### config.mk
export PLATFORM = sky130hd
export DESIGN_NAME = conv_mac_sequencer
export DESIGN_NICKNAME = d
export VERILOG_FILES = /design/src/rtl/conv_pkg.sv /design/src/rtl/conv_valid_delay.sv /design/src/rtl/conv_mac_sequencer.sv
export SDC_FILE = /design/constraint.sdc
export NUM_CORES = 1
export LEC_CHECK = 0
export CAP_MARGIN = 10
export CORE_UTILIZATION = 40
export CTS_BUF_LIST = sky130_fd_sc_hd__clkbuf_4 sky130_fd_sc_hd__clkbuf_8
export CTS_CLUSTER_DIAMETER = 80
export DETAILED_ROUTE_END_ITERATION = 6
export PLACE_DENSITY = 0.68
export SETUP_SLACK_MARGIN = 0.15
export SYNTH_ARGS = -nofsm -noshare
export SYNTH_HDL_FRONTEND = slang
export SYNTH_SLANG_ARGS = --single-unit
### constraint.sdc
create_clock -name clk -period 9.88 [get_ports clk]
set_input_delay 0.988 -clock clk [delete_from_list [all_inputs] [get_ports clk]]
set_output_delay 0.988 -clock clk [all_outputs]
set_load 0.05 [all_outputs]
### src/rtl/conv_pkg.sv
// Shared defaults and types for the time-shared 3x3 convolution MAC sequencer.
package conv_pkg;

  localparam int DATA_W_DEF   = 8;
  localparam int ACC_W_DEF    = 32;
  localparam int TAPS_DEF     = 9;
  localparam int MULT_LAT_DEF = 1;

  typedef enum logic [1:0] {
    ST_IDLE  = 2'd0,
    ST_ISSUE = 2'd1,
    ST_DRAIN = 2'd2,
    ST_DONE  = 2'd3
  } conv_state_e;

  typedef logic [$clog2(TAPS_DEF)-1:0] tap_idx_t;

endpackage

### src/rtl/conv_valid_delay.sv
// Tap-issued flag pipeline matching the external multiplier latency, so each
// product is accumulated exactly in the cycle it appears on mult_p.
module conv_valid_delay #(
  parameter int STAGES = 1
) (
  input  logic clk,
  input  logic rst_n,
  input  logic i_en,
  input  logic i_din,
  output logic o_dout
);

  logic [STAGES-1:0] r_pipe;

  always_ff @(posedge clk or negedge rst_n) begin
    if (!rst_n) begin
      r_pipe <= '0;
    end else if (i_en) begin
      r_pipe[0] <= i_din;
      for (int i = 1; i < STAGES; i++) begin
        r_pipe[i] <= r_pipe[i-1];
      end
    end
  end

  assign o_dout = r_pipe[STAGES-1];

endmodule

### src/rtl/conv_mac_sequencer.sv
// Issues the nine taps of a latched 3x3 window/filter pair to one external
// registered multiplier and accumulates the products into a signed result.
module conv_mac_sequencer
  import conv_pkg::*;
#(
  parameter int DATA_W   = DATA_W_DEF,
  parameter int ACC_W    = ACC_W_DEF,
  parameter int TAPS     = TAPS_DEF,
  parameter int MULT_LAT = MULT_LAT_DEF
) (
  input  logic                   clk,
  input  logic                   rst_n,
  input  logic                   i_en,
  input  logic                   i_in_valid,
  output logic                   o_in_ready,
  input  logic [TAPS*DATA_W-1:0] i_win_data,
  input  logic [TAPS*DATA_W-1:0] i_filt_data,
  output logic [DATA_W-1:0]      o_mult_a,
  output logic [DATA_W-1:0]      o_mult_b,
  output logic                   o_mult_ce,
  input  logic [2*DATA_W-1:0]    i_mult_p,
  output logic [ACC_W-1:0]       o_result,
  output logic                   o_result_valid,
  input  logic                   i_result_ready,
  output logic                   o_busy
);

  localparam int IDX_W = (TAPS > 1) ? $clog2(TAPS) : 1;
  localparam int DRN_W = (MULT_LAT > 1) ? $clog2(MULT_LAT) : 1;
  localparam logic [IDX_W-1:0] LAST_IDX = IDX_W'(TAPS - 1);
  localparam logic [DRN_W-1:0] LAST_DRN = DRN_W'(MULT_LAT - 1);

  conv_state_e            r_state;
  logic [IDX_W-1:0]       r_idx;
  logic [DRN_W-1:0]       r_drn;
  logic [TAPS*DATA_W-1:0] r_win;
  logic [TAPS*DATA_W-1:0] r_filt;
  logic [ACC_W-1:0]       r_acc;
  logic [ACC_W-1:0]       r_result;

  logic [DATA_W-1:0]      w_win_tap  [TAPS];
  logic [DATA_W-1:0]      w_filt_tap [TAPS];
  logic                   w_issue;
  logic                   w_prod_vld;
  logic [ACC_W-1:0]       w_prod_ext;
  logic [ACC_W-1:0]       w_acc_next;

  genvar gi;
  generate
    for (gi = 0; gi < TAPS; gi++) begin : g_tap
      assign w_win_tap[gi]  = r_win[gi*DATA_W +: DATA_W];
      assign w_filt_tap[gi] = r_filt[gi*DATA_W +: DATA_W];
    end
  endgenerate

  assign w_issue = i_en & (r_state == ST_ISSUE);

  conv_valid_delay #(
    .STAGES (MULT_LAT)
  ) u_valid_delay (
    .clk    (clk),
    .rst_n  (rst_n),
    .i_en   (i_en),
    .i_din  (w_issue),
    .o_dout (w_prod_vld)
  );

  assign w_prod_ext = {{(ACC_W-2*DATA_W){i_mult_p[2*DATA_W-1]}}, i_mult_p};
  assign w_acc_next = r_acc + (w_prod_vld ? w_prod_ext : '0);

  always_ff @(posedge clk or negedge rst_n) begin
    if (!rst_n) begin
      r_state  <= ST_IDLE;
      r_idx    <= '0;
      r_drn    <= '0;
      r_win    <= '0;
      r_filt   <= '0;
      r_acc    <= '0;
      r_result <= '0;
    end else if (i_en) begin
      r_acc <= w_acc_next;
      case (r_state)
        ST_IDLE: begin
          if (i_in_valid) begin
            r_win   <= i_win_data;
            r_filt  <= i_filt_data;
            r_acc   <= '0;
            r_idx   <= '0;
            r_state <= ST_ISSUE;
          end
        end
        ST_ISSUE: begin
          r_idx <= r_idx + 1'b1;
          if (r_idx == LAST_IDX) begin
            r_drn   <= '0;
            r_state <= ST_DRAIN;
          end
        end
        ST_DRAIN: begin
          r_drn <= r_drn + 1'b1;
          // The final product lands this cycle, so capture the sum including it.
          if (r_drn == LAST_DRN) begin
            r_result <= w_acc_next;
            r_state  <= ST_DONE;
          end
        end
        ST_DONE: begin
          if (i_result_ready) begin
            r_state <= ST_IDLE;
          end
        end
        default: r_state <= ST_IDLE;
      endcase
    end
  end

  always_comb begin
    o_mult_a = '0;
    o_mult_b = '0;
    if (r_state == ST_ISSUE) begin
      o_mult_a = w_win_tap[r_idx];
      o_mult_b = w_filt_tap[r_idx];
    end
  end

  assign o_mult_ce      = i_en & ((r_state == ST_ISSUE) | (r_state == ST_DRAIN));
  assign o_in_ready     = (r_state == ST_IDLE);
  assign o_busy         = (r_state != ST_IDLE);
  assign o_result_valid = (r_state == ST_DONE);
  assign o_result       = r_result;

endmodule

==> results of run 1 <==
==> worst register-to-register path: cells and delay by family (launching register included) <==
family | cells | cell delay, ps
AO/OA/AOI/OAI | 5 | 1590
adder cells (fa/ha/maj) | 2 | 630
flip-flops | 1 | 670
multiplexers | 1 | 220
AND/OR/NAND/NOR | 2 | 650
==> layer usage <==
layer	vias up	track usage, %	wire, um
li1	4103	-	-
met1	4330	26.3	12600
met3	66	7.66	2700
met4	6	6.83	760
met2	276	33.7	13900
met5	-	0	40
==> through the flow <==
stage          total power, mW  instances
6_report                  4.56       1612
5_1_grt                   4.86       1612
4_1_cts                   4.60       1612
3_5_place_dp              3.65       1542
3_3_place_gp              3.59       1542
2_1_floorplan             3.04       1005
==> state kept, by name, summed over array words and instances (netlist names) <==
signal,flops
r_drn,1
r_filt,72
r_win,72
o_result,32
r_idx,4
r_acc,32
r_state,2
u_valid_delay.o_dout,1
==> power by group through the flow <==
stage,combinational (mW),clock (mW),sequential (mW)
after CTS,2.01,0.958,1.63
after detailed placement,2.01,0,1.64
after floorplan,1.40,0,1.64
after global routing,2.18,0.999,1.69
final,2.00,0.933,1.63
after global placement,1.97,0,1.62
==> worst paths after layout <==
kind | startpoint | to | slack (ps) | depth (start not counted)
max in group asynchronous | rst_n | r_win[50] | 8060 | 2
min in group clk | o_result[20] | o_result[20] | 470 | 2
setup / recovery | r_idx[0] | o_mult_b[3] | 5560 | 7
hold reg to reg | o_result[20] | o_result[20] | 470 | 2
setup reg to reg | u_valid_delay.o_dout | r_acc[22] | 6050 | 10
hold / removal | rst_n | o_result[9] | 450 | 1
==> layout by cell type, fill, tap and decap left out, types with 19 or more instances in the layout <==
| cell | instances |
|---|---|
| a21oi_1 | 51 |
| a31oi_1 | 19 |
| and2_1 | 24 |
| clkbuf_8 | 50 |
| clkdlybuf4s50_1 | 215 |
| dfrtp_1 | 214 |
| ha_1 | 21 |
| inv_1 | 23 |
| mux2_2 | 145 |
| mux2i_1 | 21 |
| mux4_2 | 32 |
| nand2_1 | 67 |
| nor2_1 | 55 |
| o21ai_0 | 42 |
==> synth_stat cells, types with 3 or more instances <==
master / instances
o2bb2ai_1: 13
ha_1: 21
or3_1: 4
a211o_1: 10
or4_1: 3
mux2i_2: 3
o31ai_1: 4
mux2_2: 145
nor2_1: 55
o221ai_1: 3
nor3_1: 15
xor2_1: 9
a22oi_1: 4
nand4_1: 7
buf_2: 5
or2_2: 7
o21ai_1: 4
nand3_1: 15
o211ai_1: 6
and2_1: 24
inv_1: 23
o21ai_0: 42
mux2i_1: 21
nand2b_1: 4
a21oi_1: 52
o2111ai_1: 3
nand2_1: 67
a31oi_1: 19
mux4_2: 32
xnor2_1: 18
dfrtp_1: 216
and3_1: 14
a21o_1: 13
a2111oi_0: 3
a211oi_1: 8
nor3b_1: 3
nor4_1: 4
clkbuf_1: 58
==> cells by family after synthesis <==
family	count (synthesis)	share of synthesized area, %
AOI/OAI and AO/OA	216	12.6
DFF	216	47.0
muxes	201	22.6
adders and majority gates	22	2.46
buffers and inverters	87	2.89
and+or+nand+nor	235	10.2
xor gates and xnor gates	28	2.20
==> cell type report <==
class / instances / area share [%]
Multi-Input combinational cell: 702 / 39.0
Sequential cell: 216 / 36.4
Timing Repair Buffer: 223 / 15.0
Clock buffer: 59 / 5.09
Tap cell: 378 / 3.19
Clock inverter: 11 / 0.784
Inverter: 23 / 0.582
==> impl_metrics.env, run 1 <==
export IMPL_synth_largest_area_cell="dfrtp_1"
export IMPL_cts_hold_buffers=0
export IMPL_h_tree_depth=2
export IMPL_clk_pin_slew_ps=60
export IMPL_cts_buffers=39
export IMPL_dpl_hpwl_um=20800
export IMPL_start_kind="flip-flop"
export IMPL_crit_buf_inv=2
export IMPL_fp_row_count=61
export IMPL_cpPeakStageDelay_ps=740
export IMPL_wl_per_cell_um=18.6
export IMPL_initial_core_util_pct=41.1
export IMPL_antenna_found_initial=4
export IMPL_die_w_um=172
export IMPL_path_common_cell="nor2_1"
export IMPL_ys_seq_area_share_pct=47.0
export IMPL_yosysUniqueCellTypes=73
export IMPL_wirelength_um=30000
export IMPL_finish_instance_area_mm2=0.0148
export IMPL_p_switching_mw=1.75
export IMPL_fmax_ghz=0.232
export IMPL_grt_use_total_pct=21.0
export IMPL_cts_root_buf="clkbuf_8"
export IMPL_ctsLongestPathBuffers=3
export IMPL_cts_resized=0
export IMPL_viasPerCell=5.45
export IMPL_die_area_mm2=0.0294
export IMPL_synth_edff_count=0
export IMPL_final_core_util_pct=53.0
export IMPL_synth_flop_cell="dfrtp_1"
export IMPL_post_cts_buffers=0
export IMPL_fin_skew_ps=12.0
export IMPL_grt_ovfl_total=0
export IMPL_max_cap_violations=0
export IMPL_fin_setup_tns_ps=0
export IMPL_path_delay_family="buffers and inverters"
export IMPL_cts_sinks=216
export IMPL_grt_max_degree=96
export IMPL_synthDominantCellAreaShare_pct=47.0
export IMPL_multi_input_area_mm2=0.00579
export IMPL_outcome="finished clean"
export IMPL_drc=0
export IMPL_crit_path_cell_trace="buf_4, mux4_2, mux2i_1, nor2_1, a21oi_1, nor2_1, clkdlybuf4s50_1"
export IMPL_area_growth_pct=29.1
export IMPL_worstPathMaxFanout=39
export IMPL_fin_hold_ws_ps=451
export IMPL_min_period_ps=4320
export IMPL_layout_setup_ws_ps=5560
export IMPL_power_frac_seq_pct=35.8
export IMPL_seqCellArea_mm2=0.00541
export IMPL_fin_nets=1392
export IMPL_critical_path_required_ps=8890
export IMPL_max_slew_margin_rel_pct=27.3
export IMPL_final_max_slew_viol_count=0
export IMPL_worst_setup_path_type="reg -> out"
export IMPL_vias=8781
export IMPL_cts_tree="yes"
export IMPL_hold_class="in -> async"
export IMPL_ys_warn_count=0
export IMPL_fin_crit_sh_pct=43.7
export IMPL_drive_above_1_share_pct=22.7
export IMPL_rsz0062_at_grt="false"
export IMPL_n_antenna_cell=0
export IMPL_portBuffers=216
export IMPL_ir_worst_vdd_v=0.000185
export IMPL_grt_pass1_vias=9158
export IMPL_syn_inst=1005
export IMPL_syn_nets=1192
export IMPL_worstMarginPinSlew_ps=1090
export IMPL_endpoint_kind="primary output"
export IMPL_ys_top_cells_by_area="dfrtp_1 (47%), mux2_2 (14%), mux4_2 (6.3%), ha_1 (2.3%), a21oi_1 (2.3%)"
export IMPL_pre_cts_ws_ps=5450
export IMPL_synth_area_per_cell_um2=11.4
export IMPL_clock_power_share_pct=20.5
export IMPL_die_h_um=172
export IMPL_dr_pass1_iters=5
export IMPL_grt_pass1_wl_um=48500
export IMPL_design_core_area_mm2=0.0280
export IMPL_ys_async_sr_fraction_pct=100
export IMPL_leakage_nw=6.24
export IMPL_switching_share_pct=38.4
export IMPL_power_density_mw_per_mm2=307
export IMPL_worst_endpoint_arrival_ps=3330
export IMPL_slowest_stage="clkdlybuf4s50_1"
export IMPL_setup_viol=0
export IMPL_ios=217
export IMPL_n_fill_cell=2486
export IMPL_post_dp_cell_area_mm2=0.0140
export IMPL_intPower_mw=2.81
export IMPL_ys_ff_latch=216
export IMPL_syn_area_mm2=0.0115
export IMPL_ant_nets=0
export IMPL_gp_congestion=0.916
export IMPL_drtIter0Drc=472
export IMPL_insertion_delay_ps=540
export IMPL_pwr_share_comb_pct=43.8
export IMPL_final_hold_violation_count=0
Note: power is estimated with default switching activity, not from simulation.
==> run 2, diff against run 1 <==
- PLACE_DENSITY: 0.68 -> 0.7
- clock period: 9.88 -> 3.6 ns (I/O delays scaled with it)
==> impl_metrics.env, run 2 (synthesis gave the netlist of run 1 again) <==
export IMPL_grt_pass1_vias=9001
export IMPL_antenna_found_initial=2
export IMPL_drc=0
export IMPL_reg2reg_from="u_valid_delay.o_dout"
export IMPL_mostFrequentLayoutCells="dfrtp_1 (213), clkdlybuf4s50_1 (204), mux2_2 (145)"
export IMPL_cts_buffers=40
export IMPL_grt_use_total_pct=20.7
export IMPL_grtUsageMet1_pct=25.6
export IMPL_ios=217
export IMPL_final_max_slew_viol_count=0
export IMPL_critical_path_required_ps=4040
export IMPL_ir_worst_vdd_v=0.000465
export IMPL_portBuffers=216
export IMPL_largestRegisters="r_filt: 72 flops, r_win: 72 flops"
export IMPL_leakage_nw=6.38
export IMPL_drtIter0Drc=420
export IMPL_fmax_ghz=0.305
export IMPL_design_core_area_mm2=0.0280
export IMPL_grt_ovfl_total=0
export IMPL_worstMarginPinSlew_ps=989
export IMPL_instances_no_fill=1634
export IMPL_worstPathMaxFanout=10
export IMPL_fin_nets=1412
export IMPL_post_cts_buffers=0
export IMPL_fin_crit_sh_pct=91.0
export IMPL_power_density_mw_per_mm2=838
export IMPL_vias=8913
export IMPL_h_tree_depth=2
export IMPL_die_w_um=172
export IMPL_rsz0062_at_grt="true"
export IMPL_cts_root_buf="clkbuf_8"
export IMPL_min_period_ps=3280
export IMPL_initial_core_util_pct=41.1
export IMPL_fin_skew_ps=19.8
export IMPL_grt_max_degree=102
export IMPL_insertion_delay_ps=540
export IMPL_hold_class="in -> async"
export IMPL_max_slew_margin_rel_pct=34.1
export IMPL_place_inst=1560
export IMPL_setup_viol=0
export IMPL_viasPerCell=5.45
export IMPL_wirelength_um=29800
export IMPL_reg2reg_depth=10
export IMPL_outcome="finished clean"
export IMPL_area_growth_pct=30.6
export IMPL_ctsLongestPathBuffers=3
export IMPL_start_kind="flip-flop"
export IMPL_final_common_cell="dfrtp_1"
export IMPL_endpoint_kind="flip-flop"
export IMPL_max_cap_violations=0
export IMPL_grtUsageMet2_pct=33.3
export IMPL_fp_row_count=61
export IMPL_cts_tree="yes"
export IMPL_wl_per_cell_um=18.2
export IMPL_worst_endpoint_arrival_ps=3720
export IMPL_fin_setup_tns_ps=0
export IMPL_reg2reg_to="r_acc[26]"
export IMPL_worst_setup_path_type="reg -> reg"
export IMPL_gr_max_usage_layer="met2"
export IMPL_drive_above_1_share_pct=24.9
export IMPL_use_met3_pct=7.96
export IMPL_cts_sinks=216
export IMPL_grt_pass1_wl_um=47500
export IMPL_ant_nets=0
export IMPL_dpl_hpwl_um=21100
export IMPL_clk_pin_slew_ps=60
export IMPL_r2r_slack_ps=320
export IMPL_dr_pass1_iters=5
export IMPL_die_h_um=172
export IMPL_die_area_mm2=0.0294
export IMPL_gp_congestion=0.909
export IMPL_final_hold_violation_count=0
[run 2: what timing repair did]
action	CTS	global route
endpoints found under the hold margin	97	0
hold buffers	1	0
gates resized for setup	0	4
endpoints found under the setup margin	0	15
[run 2: final cells by class]
class / count / area (um2)
clock inverters: 12 / 130
multi-input cells: 702 / 5790
repair buffers: 242 / 2350
flip-flops and latches: 216 / 5410
clock buffers: 60 / 769
inverters: 23 / 86.3
well taps: 378 / 473
diodes: 1 / 2.50
fillers: 2483 / 13000
[run 2: metal layers]
layer  routed length (um)  vias to the layer above
met3                 2810                       47
met5                    0                        -
met4                  568                        0
met2                13900                      302
met1                12500                     4403
li1                     -                     4161
[run 2: power breakdown]
group / switching [mW] / leakage (nW) / internal [mW]
logic: 2.93 / 3.26 / 2.68
registers: 0.811 / 2.65 / 3.57
clock network: 1.06 / 0.477 / 1.53
[run 2: worst max path at each step]
stage	slack [ps]	endpoint	depth (start not counted)	startpoint
2_1_floorplan	350	r_acc[22]	11	u_valid_delay.o_dout
3_3_place_gp	80	r_acc[26]	11	i_mult_p[0]
3_5_place_dp	40	r_acc[26]	11	i_mult_p[0]
4_1_cts	220	o_mult_b[4]	7	r_idx[0]
5_1_grt	130	o_mult_a[3]	6	r_idx[0]
6_report	320	r_acc[26]	10	u_valid_delay.o_dout
[run 2: critical path: stages (launching register included)]
cell,delay [ps]
dfrtp_2,460
and2_1,160
ha_1,200
fa_1,390
a21o_1,190
a221o_1,350
a211o_1,330
a311o_2,460
mux2i_2,200
or2_2,280
a31oi_1,170
[run 2: per-stage QoR]
step / util (%) / area [um2] / worst slack (ps) / power, mW / hold slack, ps
after floorplan: - / 11500 / 349 / 8.34 / 64.4
after global placement: 50.3 / 14100 / 80.6 / 9.87 / 449
after detailed placement: 50.3 / 14100 / 40.3 / 10.0 / 439
after CTS: 53.5 / 15000 / 216 / 12.7 / 396
after global routing: 53.6 / 15000 / 131 / 13.4 / 402
final: 53.6 / 15000 / 323 / 12.6 / 415
==> run 3, diff against run 2 <==
- CORE_UTILIZATION: 40 -> 59
- GPL_ROUTABILITY_DRIVEN: not set -> 1
- PLACE_DENSITY: 0.7 -> 0.93
- clock period: 3.6 -> 4.02 ns (I/O delays scaled with it)
==> impl_metrics.env, run 3 (synthesis gave the netlist of run 1 again) <==
export IMPL_max_slew_margin_rel_pct=34.3
export IMPL_design_core_area_mm2=0.0189
export IMPL_viasPerCell=6.26
export IMPL_ios=217
export IMPL_cts_root_buf="clkbuf_8"
export IMPL_wirelength_um=33400
export IMPL_post_cts_buffers=0
export IMPL_r2r_slack_ps=610
export IMPL_outcome="finished clean"
export IMPL_n_antenna_cell=0
export IMPL_worstPathMaxFanout=21
export IMPL_grt_pass1_vias=9841
export IMPL_worstMarginPinSlew_ps=960
export IMPL_insertion_delay_ps=530
export IMPL_portBuffers=216
export IMPL_grtUsageMet1_pct=40.9
export IMPL_power_density_mw_per_mm2=772
export IMPL_cts_tree="yes"
export IMPL_cts_buffers=37
export IMPL_setup_viol=0
export IMPL_n_fill_cell=1121
export IMPL_final_hold_violation_count=0
export IMPL_final_max_slew_viol_count=0
export IMPL_final_common_cell="dfrtp_1"
export IMPL_ant_nets=0
export IMPL_mostFrequentLayoutCells="dfrtp_1 (214), clkdlybuf4s50_1 (212), mux2_2 (145)"
export IMPL_cts_hold_buffers=0
export IMPL_drtIter0Drc=765
export IMPL_clk_pin_slew_ps=70
export IMPL_grtUsageMet2_pct=57.1
export IMPL_h_tree_depth=2
export IMPL_leakage_nw=6.28
export IMPL_die_h_um=142
export IMPL_endpoint_kind="primary output"
export IMPL_fin_setup_tns_ps=0
export IMPL_ir_worst_vdd_v=0.000487
export IMPL_total_power_mw=11.3
export IMPL_die_w_um=142
export IMPL_critical_path_required_ps=3620
export IMPL_cts_sinks=216
export IMPL_largestRegisters="r_filt: 72 flops, r_win: 72 flops"
export IMPL_vias=9377
export IMPL_ctsLongestPathBuffers=3
export IMPL_use_met3_pct=9.45
export IMPL_dr_pass1_iters=5
export IMPL_drive_above_1_share_pct=22.8
export IMPL_gp_congestion=0.937
export IMPL_fin_nets=1400
export IMPL_worst_endpoint_arrival_ps=3350
export IMPL_start_kind="flip-flop"
export IMPL_dpl_hpwl_um=21500
export IMPL_reg2reg_from="u_valid_delay.o_dout"
export IMPL_grt_use_total_pct=34.3
export IMPL_die_area_mm2=0.0201
export IMPL_fin_skew_ps=15.8
export IMPL_antenna_found_initial=0
export IMPL_max_cap_violations=0
export IMPL_critPathLaunch="r_idx[0]"
export IMPL_drc=0
export IMPL_fmax_ghz=0.266
export IMPL_fp_row_count=50
export IMPL_grt_pass1_wl_um=52600
export IMPL_grt_max_degree=145
export IMPL_area_growth_pct=27.5
export IMPL_min_period_ps=3760
export IMPL_initial_core_util_pct=60.9
export IMPL_hold_class="in -> async"
export IMPL_gr_max_usage_layer="met2"
export IMPL_rsz0062_at_grt="false"
export IMPL_fin_crit_sh_pct=93.4
export IMPL_grt_ovfl_total=0
export IMPL_worst_setup_path_type="reg -> out"
export IMPL_wl_per_cell_um=22.3
==> run 3: path summary, 6_finish.rpt <==
check / to / depth (start not counted)
max in group asynchronous: r_filt[43] / 2
max reg2reg: r_acc[26] / 10
min: o_result[10] / 1
max: o_mult_a[6] / 7
min in group clk: o_result[27] / 2
min reg2reg: o_result[27] / 2
==> run 3: repair_timing <==
| action | in CTS | in global routing |
|---|---|---|
| gates resized for setup | 1 | 4 |
| cloned | 0 | 0 |
| endpoints found under the setup margin | 6 | 4 |
| endpoints found under the hold margin | 0 | 0 |
==> run 3: final cells by class <==
| type | instances | area, um2 | area share (%) |
|---|---|---|---|
| clock inverter | 4 | 25.0 | 0.171 |
| timing repair buffer | 233 | 2310 | 15.8 |
| clock buffer | 59 | 718 | 4.90 |
| inverter | 23 | 86.3 | 0.589 |
| sequential | 216 | 5410 | 36.9 |
| tap | 260 | 325 | 2.22 |
| multi-input combinational | 702 | 5780 | 39.4 |
==> run 3: metal layers <==
| layer | wire length (um) | up-vias |
|---|---|---|
| met5 | 0 | - |
| met1 | 12500 | 4589 |
| met3 | 2830 | 128 |
| li1 | - | 4128 |
| met2 | 16500 | 532 |
| met4 | 1540 | 0 |
==> run 3: report_power, final <==
group	switching, mW	internal [mW]
clock	0.900	1.13
combinational	2.76	2.40
sequential	0.931	3.21
total	4.59	6.74
==> run 3: worst max-delay path, cell delays in order (launching register included) <==
cell	delay (ps)
dfrtp_4	680
buf_4	350
mux4_2	550
mux2i_1	200
nor2_1	80
a21oi_1	160
nor2_1	50
clkdlybuf4s50_1	740
==> run 3: stage by stage <==
step / hold slack [ps] / setup slack (ps) / util (%) / cells / cell area (um2)
after floorplan: 106 / 769 / - / 1005 / 11500
after global placement: 461 / 378 / 73.6 / 1434 / 13900
after detailed placement: 462 / 332 / 73.6 / 1434 / 13900
after CTS: 41.4 / 191 / 77.6 / 1497 / 14700
after global routing: 106 / 156 / 77.6 / 1497 / 14700
final: 31.4 / 264 / 77.6 / 1497 / 14700
